File: config.mk
export PLATFORM = sky130hd
export DESIGN_NAME = seg_scan_ctrl
export DESIGN_NICKNAME = d
export VERILOG_FILES = /design/src/rtl/seg_pkg.sv /design/src/rtl/led.sv /design/src/rtl/seg_scan_ctrl.sv
export SDC_FILE = /design/constraint.sdc
export NUM_CORES = 1
export LEC_CHECK = 0
export BUFFER_PORTS_ARGS = -buffer_cell sky130_fd_sc_hd__clkbuf_2
export CORE_ASPECT_RATIO = 1.4
export CORE_MARGIN = 4
export CORE_UTILIZATION = 30
export CTS_CLUSTER_DIAMETER = 100
export DETAILED_ROUTE_END_ITERATION = 10
export GPL_ROUTABILITY_DRIVEN = 0
export PLACE_DENSITY_LB_ADDON = 0.25
export SLEW_MARGIN = 20
export SYNTH_ARGS = -nofsm -noshare
export SYNTH_HDL_FRONTEND = slang
export SYNTH_SLANG_ARGS = --single-unit
File: constraint.sdc
create_clock -name clk -period 5.3 [get_ports clk]
set_input_delay 1.06 -clock clk [delete_from_list [all_inputs] [get_ports clk]]
set_output_delay 1.06 -clock clk [all_outputs]
set_load 0.02 [all_outputs]
File: src/rtl/seg_pkg.sv
// Shared definitions for the multiplexed seven-segment scan controller:
// state encoding, anode idle pattern and default timing.
package seg_pkg;

  localparam logic [1:0] ST_IDLE  = 2'd0;
  localparam logic [1:0] ST_BLANK = 2'd1;
  localparam logic [1:0] ST_SHOW  = 2'd2;

  localparam logic [7:0] ANODES_OFF = 8'hFF;

  localparam int DWELL_DEF = 50000;
  localparam int GUARD_DEF = 500;

endpackage

File: src/rtl/led.sv
// Hex nibble to seven-segment decoder, segments a..g active-high, bit6 = a.
module led (
  input  logic [3:0] hex,
  output logic [6:0] seg
);

  always_comb begin
    // NOTE: a default before the case keeps this purely combinational (no latch).
    seg = 7'b0000000;
    case (hex)
      4'h0: seg = 7'b1111110;
      4'h1: seg = 7'b0110000;
      4'h2: seg = 7'b1101101;
      4'h3: seg = 7'b1111001;
      4'h4: seg = 7'b0110011;
      4'h5: seg = 7'b1011011;
      4'h6: seg = 7'b1011111;
      4'h7: seg = 7'b1110000;
      4'h8: seg = 7'b1111111;
      4'h9: seg = 7'b1111011;
      4'hA: seg = 7'b1110111;
      4'hB: seg = 7'b0011111;
      4'hC: seg = 7'b1001110;
      4'hD: seg = 7'b0111101;
      4'hE: seg = 7'b1001111;
      4'hF: seg = 7'b1000111;
      default: seg = 7'b0000000;
    endcase
  end

endmodule

File: src/rtl/seg_scan_ctrl.sv
// Multiplexed seven-segment scanner with guard blanking, leading-zero
// suppression and a double-buffered frame that only swaps at frame start.
module seg_scan_ctrl
  import seg_pkg::*;
#(
  parameter int N_DIGITS = 8,
  parameter int DWELL    = DWELL_DEF,
  parameter int GUARD    = GUARD_DEF
) (
  input  logic        clk,
  input  logic        rst,
  input  logic        enable,
  input  logic        load,
  input  logic [31:0] data_in,
  input  logic [7:0]  dp_in,
  input  logic        lz_en,
  output logic [7:0]  an,
  output logic [6:0]  seg,
  output logic        dp,
  output logic        ack,
  output logic        pending
);

  localparam int MAXC = (DWELL > GUARD) ? DWELL : GUARD;
  localparam int CW   = (MAXC > 1) ? $clog2(MAXC) : 1;
  localparam logic [2:0]    LAST      = 3'(N_DIGITS - 1);
  localparam logic [CW-1:0] GUARD_END = CW'(GUARD - 1);
  localparam logic [CW-1:0] DWELL_END = CW'(DWELL - 1);

  logic [1:0]    state, state_n;
  logic [2:0]    idx, idx_n;
  logic [CW-1:0] cnt, cnt_n;
  logic          frame_start, commit;
  logic [31:0]   disp_data, pend_data;
  logic [7:0]    disp_dp, pend_dp;
  logic          lz_q;
  logic [2:0]    top_nz;
  logic [3:0]    cur_nib;
  logic [6:0]    dec_seg;

  always_comb begin
    state_n     = state;
    idx_n       = idx;
    cnt_n       = cnt + CW'(1);
    frame_start = 1'b0;
    if (!enable) begin
      state_n = ST_IDLE;
      idx_n   = 3'd0;
      cnt_n   = '0;
    end else begin
      case (state)
        ST_IDLE: begin
          state_n     = ST_BLANK;
          idx_n       = 3'd0;
          cnt_n       = '0;
          frame_start = 1'b1;
        end
        ST_BLANK: begin
          if (cnt == GUARD_END) begin
            state_n = ST_SHOW;
            cnt_n   = '0;
          end
        end
        ST_SHOW: begin
          if (cnt == DWELL_END) begin
            state_n = ST_BLANK;
            cnt_n   = '0;
            if (idx == LAST) begin
              idx_n       = 3'd0;
              frame_start = 1'b1;
            end else begin
              idx_n = idx + 3'd1;
            end
          end
        end
        default: begin
          state_n = ST_IDLE;
          idx_n   = 3'd0;
          cnt_n   = '0;
        end
      endcase
    end
  end

  // Swapping buffers only at frame start is what keeps a frame from tearing.
  assign commit = frame_start & pending;

  always_ff @(posedge clk) begin
    if (rst) begin
      state     <= ST_IDLE;
      idx       <= 3'd0;
      cnt       <= '0;
      disp_data <= '0;
      disp_dp   <= '0;
      pend_data <= '0;
      pend_dp   <= '0;
      pending   <= 1'b0;
      ack       <= 1'b0;
      lz_q      <= 1'b0;
    end else begin
      // NOTE: non-blocking so the commit reads the old pending frame even when
      // a load lands on the same edge.
      state <= state_n;
      idx   <= idx_n;
      cnt   <= cnt_n;
      ack   <= commit;
      lz_q  <= lz_en;
      if (commit) begin
        disp_data <= pend_data;
        disp_dp   <= pend_dp;
      end
      if (load) begin
        pend_data <= data_in;
        pend_dp   <= dp_in;
        pending   <= 1'b1;
      end else if (commit) begin
        pending <= 1'b0;
      end
    end
  end

  // Most significant nonzero displayed digit; digit 0 is the floor.
  always_comb begin
    top_nz = 3'd0;
    for (int i = 1; i < N_DIGITS; i++) begin
      if (disp_data[4*i +: 4] != 4'd0) top_nz = 3'(i);
    end
  end

  assign cur_nib = disp_data[{idx, 2'b00} +: 4];

  led u_led (
    .hex (cur_nib),
    .seg (dec_seg)
  );

  always_comb begin
    an  = ANODES_OFF;
    seg = 7'b0000000;
    dp  = 1'b0;
    if (state == ST_SHOW && !(lz_q && (idx > top_nz))) begin
      an[idx] = 1'b0;
      seg     = dec_seg;
      dp      = disp_dp[idx];
    end
  end

endmodule

==> run_results.csv, run 1 <==
group,metric,value,unit
run_status,outcome,"finished, final reports clean",
worst_setup_path,critPathLaunchType,"flop",
timing,tightest_slew,1020,ps
die,die_y,161,µm
global_routing,grtUsageTotal,12.6,%
worst_setup_path,cp_slowest_stage_delay,1000,ps
timing,period_needed,4540,ps
power,power.leakage,2.23,nW
logic_synthesis,ys_seq_area_share,41.3,%
placed_design,dp_hpwl,8510,µm
global_routing,antenna_found_initial,0,
power,p_sw,0.364,mW
cts,clockBufferDepth,2,
detailed_routing,dr.pass1.iters,4,
logic_synthesis,netlist_area,5040,µm²
timing,finalCritPeriodShare,85.7,%
cts,clk_pin_slew,70,ps
detailed_routing,vias,4020,
worst_setup_path,cp_num_buf_inv,3,
logic_synthesis,ys_warn_count,0,
power,ir_worst_vdd,0.129,mV
detailed_routing,wl_per_cell,14.8,µm
worst_setup_path,r2r_slack,2430,ps
worst_setup_path,end_kind,"output port",
timing,fin_worst_skew,5.38,ps
cts,clk_latency,340,ps
logic_synthesis,synthCells,561,
die,io_pins,63,
worst_setup_path,critPathRequiredTime,4240,ps
job,drv_cap,0,
power,sw_frac_of_total,22.1,%
die,rows,55,
timing,rsz0062_at_grt,"no",
logic_synthesis,synth-main-ff-cell,"dfxtp_1",
logic_synthesis,synth_area_leaders,"dfxtp_1 (41%), mux2i_1 (11%), or3b_1 (6.6%), nor2_1 (5.5%), a21oi_1 (5.1%)",
detailed_routing,drt_iter0_markers,237,
power,p_comb_share,7.8,%
logic_synthesis,ys_seq_elements,104,
detailed_routing,drc_errors,0,
worst_setup_path,cpMaxStageDelayCell,"dfxtp_1",
layout,syn_to_final_growth,14.4,%
timing,report.final.hold_viol_count,0,
layout,final_layout_size_suffix_gt1_share,15.8,%
die,fp.dieW,118,µm
detailed_routing,totalWireLength,11800,µm
cts,postCtsSetupBuffers,0,
cts,cts_tree,"yes",
global_routing,grt_pass1_vias,3921,
logic_synthesis,yosys-top-cells-count,"dfxtp_1 (104), nor2_1 (74), mux2i_1 (53), a21oi_1 (51), o21ai_0 (48)",
detailed_routing,viasPerCell,5.03,
cts,htreeDepth,3,
layout,nFillCells,1661,
cts,cts_resized,0,
power,internal_power,1.28,mW
worst_setup_path,worstSetupPathType,"reg2out",
logic_synthesis,avgSynthCellArea,8.98,µm²
cts,cts_hold_buf,0,
die,initial_utilization,30.9,%
global_routing,overflow,0,
worst_setup_path,cp_top_family,"compound AO/OA/AOI/OAI gates",
power,p_total,1.65,mW
logic_synthesis,yosysTopAreaCellShare,41.3,%
power,pwr-share-clk,42.3,%
logic_synthesis,synthArstFlopShare,0,%
logic_synthesis,synth.most_common_cell,"dfxtp_1",
logic_synthesis,synth_nets,622,
global_routing,grt_max_degree,82,
cts,clkSinkCount,104,
logic_synthesis,yosys.area.top_type,"dfxtp_1",
cts,clockRootBuffer,"clkbuf_16",
timing,drv_slew,0,
worst_setup_path,crit_chain,"inv_2 > a221o_1 > a21oi_1 > inv_1 > ha_1 > mux2_2 > a221oi_1 > clkbuf_2",
timing,max_clock_freq,220,MHz
logic_synthesis,synthDistinctLibCells,54,
worst_setup_path,worstPathArrival,3480,ps
timing,relSlewSlack,31.6,%
worst_hold_path,hold_path.class,"reg2reg",
timing,setup_viol,0,
die,core,16300,µm²
placed_design,io_buffers,62,
logic_synthesis,synth_edf_count,0,
timing,tns,0,ps
global_routing,grt_pass1_wl,19800,µm
power,pwr-share-seq,49.8,%
worst_setup_path,worstPathMaxFanout,25,
power,powerDensity,286,nW/µm²
detailed_routing,antenna_left,0,
layout,nNetsFinal,658,
layout,diodes,0,
cts,cts_inserted_buffers,9,
die,die_area,19000,µm²
==> layout by cell type, fill, tap and decap left out, types with 9 or more instances in the layout <==
master / n
o21ai_0: 48
nand2_1: 14
inv_1: 14
clkbuf_2: 62
mux2i_1: 53
nor3_1: 9
nor2_1: 74
ha_1: 16
or3b_1: 38
nand3_1: 10
clkbuf_16: 9
dfxtp_1: 104
a21oi_1: 51
==> final timing paths <==
check,endpoint,from,cells past startpoint
min,cnt[0],cnt[0],1
max reg2reg,disp_dp[1],idx[0],6
max,seg[0],idx[0],8
min reg2reg,cnt[0],cnt[0],1
==> layout make-up <==
type / count / area [µm²] / area share [%]
timing repair buffer: 66 / 340 / 5.90
inverter: 15 / 56.3 / 0.977
clock buffer: 11 / 243 / 4.21
sequential: 104 / 2080 / 36.1
multi-input combinational: 401 / 2730 / 47.3
tap: 199 / 249 / 4.32
clock inverter: 3 / 67.6 / 1.17
==> kinds of logic (layout without fill, tap and decap cells) <==
kind of cell    count (synthesis)  count (layout)  share of synthesized area (%)
compound gates                126             126                           14.4
xor+xnor                       14              14                           2.43
fa+ha+maj                      16              16                           3.97
buf+inv                        56              95                           4.59
flops                         104             104                           41.3
mux                            58              58                           11.9
simple gates                  187             187                           21.5
==> per-layer routing <==
layer,routed length (µm),track usage [%],up-vias,part of all wire (%)
met1,5610,17.1,1845,48
met2,5550,19.7,90,47
met4,184,4.16,0,1.6
met3,461,2.98,9,3.9
li1,-,-,2076,-
met5,0,0,-,0
==> flip-flops by register name, summed over array words and instances (netlist names) <==
register and count:
idx 3, pending 1, ack 1, disp_data 32, pend_data 32, lz_q 1, cnt 16, pend_dp 8
disp_dp 8, state 2
==> power by group through the flow <==
| stage | combinational [mW] | sequential [mW] | clock (mW) |
|---|---|---|---|
| floorplan | 0.0944 | 0.833 | 0 |
| global placement | 0.127 | 0.839 | 0 |
| detailed placement | 0.131 | 0.839 | 0 |
| CTS | 0.132 | 0.821 | 0.727 |
| global route | 0.149 | 0.824 | 0.753 |
| finish | 0.129 | 0.821 | 0.698 |
==> metrics by stage <==
stage	util [%]	worst slack, ps	hold slack (ps)	instances	cell area (µm²)
after global placement	33.4	1310	423	785	5460
final	35.4	760	439	799	5770
after floorplan	-	1730	413	561	5040
after CTS	35.4	769	444	799	5770
after detailed placement	33.4	1160	434	785	5460
after global routing	35.4	495	463	799	5770
==> worst reg2reg max path: cells and delay by family (launching register included) <==
family          cells  cell delay (ps)
simple gates        1              520
compound gates      2              380
buf+inv             1              360
fa+ha+maj           2              540
flops               1             1000
Power figures use the tool's default switching activity.
==> inputs of run 2 (changes only) <==
Clock period 5.3 ns to 4.3 ns, I/O delays scaled along.
==> run 2 against run 1 <==
Effect of this change: sequential power grew 23%; die area unchanged; cell count grew 0.38%; first-iteration DRC count is 8.4% lower; non-clock buffer count is 1 higher; global-route usage increased by 0.16 points; final area grew 0.13%; critical endpoint unchanged.
==> run_results.csv, run 2 (synthesis gave the netlist of run 1 again) <==
group,metric,value,unit
detailed_routing,met3_length,464,µm
global_routing,overflow,0,
worst_setup_path,worstPathMaxFanout,20,
timing,fin_worst_skew,6.33,ps
worst_setup_path,cp_top_family,"compound AO/OA/AOI/OAI gates",
detailed_routing,highest_layer,"met4",
cts,clk_pin_slew,70,ps
worst_hold_path,hold_path.class,"reg2reg",
worst_setup_path,crit_chain,"nor2_1 > a221o_1 > a21oi_1 > inv_1 > ha_1 > mux2_2 > a221oi_1 > clkbuf_2",
detailed_routing,totalWireLength,12000,µm
die,die_area,19000,µm²
die,io_pins,63,
timing,finalCritPeriodShare,93.5,%
timing,report.final.hold_viol_count,0,
power,internal_power,1.54,mW
layout,layout_common_cells,"dfxtp_1 (102), nor2_1 (74), clkbuf_2 (62)",
global_routing,antenna_found_initial,0,
power,pwr-share-clk,41.6,%
power,powerDensity,348,nW/µm²
power,ir_worst_vdd,0.224,mV
worst_setup_path,cp_slowest_stage_delay,710,ps
power,p_comb_share,8.0,%
cts,cts_hold_buf,0,
cts,clkSinkCount,104,
timing,max_clock_freq,249,MHz
cts,clockBufferDepth,2,
global_routing,grtUsageTotal,12.7,%
cts,postCtsSetupBuffers,0,
layout,final_util,35.4,%
power,power.leakage,2.23,nW
run_status,outcome,"finished, final reports clean",
layout,final_common_cell,"dfxtp_1",
placed_design,dp_hpwl,8820,µm
cts,cts_resized,0,
detailed_routing,wl_per_cell,14.9,µm
power,pwr-share-seq,50.4,%
layout,syn_to_final_growth,14.6,%
worst_hold_path,whs_path_depth,1,
detailed_routing,vias,4070,
die,die_y,161,µm
layout,diodes,0,
cts,clk_latency,340,ps
detailed_routing,antenna_left,0,
worst_setup_path,critPathRequiredTime,3440,ps
cts,cts_inserted_buffers,9,
worst_setup_path,end_kind,"output port",
cts,clockRootBuffer,"clkbuf_16",
timing,rsz0062_at_grt,"no",
cts,cts_tree,"yes",
timing,period_needed,4020,ps
worst_setup_path,worstPathArrival,3160,ps
timing,drv_slew,0,
global_routing,grt_pass1_vias,4031,
global_routing,grt_max_degree,61,
worst_setup_path,critPathLaunchType,"flop",
timing,tns,0,ps
worst_setup_path,worstSetupPathType,"reg2out",
worst_setup_path,worst-path-stages,8,
detailed_routing,dr.pass1.iters,4,
job,drv_cap,0,
detailed_routing,route.met2.wl,5540,µm
power,sw_frac_of_total,23.1,%
detailed_routing,drc_errors,0,
layout,top_regs,"disp_data x32, pend_data x32, cnt x16",
timing,relSlewSlack,37.2,%
layout,final_layout_size_suffix_gt1_share,16.7,%
die,initial_utilization,30.9,%
worst_setup_path,r2r_cells,7,
placed_design,io_buffers,62,
detailed_routing,drt_iter0_markers,217,
detailed_routing,viasPerCell,5.07,
timing,tightest_slew,942,ps
timing,setup_viol,0,
die,fp.dieW,118,µm
global_routing,grt_pass1_wl,20100,µm
layout,nNetsFinal,659,
die,rows,55,
worst_setup_path,cp_num_buf_inv,2,
cts,htreeDepth,3,
detailed_routing,wl_met1,5720,µm
power,p_total,2.01,mW
power,p_sw,0.463,mW
worst_setup_path,cpMaxStageDelayCell,"dfxtp_1",
die,core,16300,µm²
[run 2: power groups by stage]
stage / combinational [mW] / sequential [mW] / clock (mW)
after global routing: 0.183 / 1.02 / 0.900
after detailed placement: 0.162 / 1.04 / 0
after global placement: 0.158 / 1.03 / 0
after floorplan: 0.116 / 1.03 / 0
final: 0.161 / 1.01 / 0.834
after CTS: 0.163 / 1.01 / 0.854
[run 2: final cells by class]
type / count / area (µm²)
clock buffers: 11 / 253
clock inverters: 5 / 55.1
fillers: 1653 / 10500
inverters: 15 / 56.3
multi-input cells: 401 / 2730
flip-flops and latches: 104 / 2080
well taps: 199 / 249
repair buffers: 67 / 348
[run 2: final timing paths]
kind	start	to	slack (ps)
max	idx[2]	seg[0]	280
min	cnt[0]	cnt[0]	450
max reg2reg	cnt[0]	disp_data[6]	1700
min reg2reg	cnt[0]	cnt[0]	450
[run 2: through the flow]
| step | cells | hold slack [ps] | instance area, µm² | setup slack (ps) |
|---|---|---|---|---|
| 4_1_cts | 802 | 447 | 5770 | 165 |
| 2_1_floorplan | 561 | 413 | 5040 | 931 |
| 3_5_place_dp | 786 | 438 | 5460 | 536 |
| 3_3_place_gp | 786 | 425 | 5460 | 726 |
| 6_report | 802 | 447 | 5770 | 282 |
| 5_1_grt | 802 | 457 | 5770 | 33.8 |
[run 2: per-layer routing]
metal  global-route usage, %  vias up
met1                    16.4     1887
li1                        -     2082
met5                       0        -
met3                    2.91       19
met4                    4.27        0
met2                    21.1       82
[run 2: worst reg2reg max path: stages (launching register included)]
cell,delay (ps)
dfxtp_1,320
ha_1,230
and3_1,250
and4_4,210
a31oi_4,770
buf_4,440
o21ai_0,150
a21oi_1,170
==> inputs of run 3 (changes only) <==
Clock period 4.3 ns to 4 ns, I/O delays scaled along.
==> run 3 against run 2 <==
Effect of this change: final area increased by 0.59%; clock power increased by 13%; critical path depth unchanged; clock-buffer cell count increased by 1; global-route usage decreased by 0.23 points; setup slack got worse by 78 ps; clock skew increased by 3.0 ps; non-clock buffer count increased by 1; sequential share of layout area decreased by 0.23 points.
==> run_results.csv, run 3 (synthesis gave the netlist of run 1 again) <==
group,metric,value,unit
timing,drv_slew,0,
cts,clockBufferDepth,2,
power,power.leakage,2.26,nW
die,die_area,19000,µm²
worst_setup_path,worstPathArrival,3000,ps
timing,period_needed,3800,ps
cts,cts_inserted_buffers,9,
detailed_routing,viasPerCell,5.07,
layout,nNetsFinal,660,
power,p_comb_share,7.8,%
power,p_total,2.20,mW
die,initial_utilization,30.9,%
timing,fin_worst_skew,9.32,ps
cts,htreeDepth,3,
global_routing,grtUsageTotal,12.5,%
cts,clk_latency,340,ps
die,rows,55,
cts,clkSinkCount,104,
worst_hold_path,hp-start,"cnt[0]",
worst_setup_path,worstSetupPathType,"reg2out",
cts,cts_hold_buf,0,
power,p_sw,0.493,mW
placed_design,dp_hpwl,8710,µm
power,internal_power,1.71,mW
die,core,16300,µm²
timing,tightest_slew,967,ps
layout,syn_to_final_growth,15.2,%
placed_design,placed_cell_area,5470,µm²
worst_setup_path,worstPathMaxFanout,12,
layout,layout_common_cells,"dfxtp_1 (103), nor2_1 (74), clkbuf_2 (62)",
layout,final_common_cell,"dfxtp_1",
worst_setup_path,reg2reg_from,"idx[0]",
timing,max_clock_freq,263,MHz
layout,final_layout_size_suffix_gt1_share,16.6,%
worst_setup_path,critPathLaunchType,"flop",
cts,cts_tree,"yes",
detailed_routing,wl_per_cell,14.9,µm
placed_design,io_buffers,62,
detailed_routing,vias,4070,
layout,final_util,35.6,%
detailed_routing,dr.pass1.iters,4,
worst_hold_path,hold_path.class,"reg2reg",
die,io_pins,63,
placed_design,dpl.cell_count,787,
placed_design,place_ws,360,ps
global_routing,antenna_found_initial,0,
detailed_routing,drc_errors,0,
global_routing,grt_pass1_wl,19800,µm
power,ir_worst_vdd,0.192,mV
power,powerDensity,380,nW/µm²
detailed_routing,drt_iter0_markers,243,
timing,finalCritPeriodShare,94.9,%
job,drv_cap,0,
worst_setup_path,cpMaxStageDelayCell,"dfxtp_1",
timing,setup_ws,203,ps
run_status,outcome,"finished, final reports clean",
cts,clk_pin_slew,70,ps
die,fp.dieW,118,µm
worst_setup_path,crit_chain,"nor2_1 > a221o_1 > a21oi_1 > inv_1 > ha_1 > mux2_2 > a221oi_1 > clkbuf_2",
layout,nFillCells,1675,
worst_setup_path,critPathRequiredTime,3200,ps
detailed_routing,antenna_left,0,
timing,tns,0,ps
worst_setup_path,cp_slowest_stage_delay,580,ps
worst_setup_path,end_kind,"output port",
cts,postCtsSetupBuffers,0,
global_routing,overflow,0,
worst_setup_path,startpoint,"idx[2]",
detailed_routing,totalWireLength,11900,µm
timing,setup_viol,0,
layout,top_regs,"disp_data x32, pend_data x32, cnt x16",
power,sw_frac_of_total,22.4,%
timing,relSlewSlack,35.5,%
power,pwr-share-seq,49.4,%
timing,hold_ws,440,ps
global_routing,grt_max_degree,82,
layout,instances_no_fill,803,
timing,rsz0062_at_grt,"no",
power,pwr-share-clk,42.9,%
layout,diodes,0,
timing,report.final.hold_viol_count,0,
cts,clockRootBuffer,"clkbuf_16",
die,die_y,161,µm
layout,stdcell_area,5810,µm²
global_routing,grt_pass1_vias,4010,
-- run 3: cell count changes in the layout (fill, tap and decap cells not counted), sizes merged --
cell,previous run,this run
clkinvlp,2,0
buf,5,6
bufinv,1,2
clkbuf,73,74
-- run 3: power groups by stage --
stage / Combinational, mW / Sequential (mW) / Clock (mW)
final: 0.171 / 1.09 / 0.945
after CTS: 0.173 / 1.09 / 0.980
after global routing: 0.195 / 1.09 / 1.01
after floorplan: 0.125 / 1.10 / 0
after detailed placement: 0.173 / 1.11 / 0
after global placement: 0.169 / 1.11 / 0
-- run 3: layer usage --
metal  up-vias  track usage, %  part of all wire, %
met4         0            3.79                  1.3
met1      1895            16.1                   47
met3        13            3.08                  4.4
met5         -               0                    0
li1       2078               -                    -
met2        84            20.7                   48
-- run 3: final cells by class --
class                   count  area [µm²]  area share (%)
repair buffers             68         355            6.12
multi-input cells         401        2740            47.2
well taps                 199         249            4.29
inverters                  15        56.3           0.970
clock buffers              12         246            4.24
flip-flops and latches    104        2080            35.9
clock inverters             4        77.6            1.34
-- run 3: critical path, delay by kind of cell, from the launching register on --
kind            cells  cell delay, ps
compound gates      3             990
flops               1             580
buf+inv             2             380
mux                 1             280
fa+ha+maj           1             250
simple gates        1             180
-- run 3: worst paths after layout --
| kind | slack, ps | end | cells past startpoint |
|---|---|---|---|
| min reg2reg | 440 | cnt[0] | 1 |
| max | 200 | seg[0] | 8 |
| min | 440 | cnt[0] | 1 |
| max reg2reg | 1290 | disp_data[5] | 7 |
-- run 3: repair_timing --
action	4_1_cts	5_1_grt
gates cloned	0	0
gates resized for setup	1	1
endpoints found under the setup margin	1	9
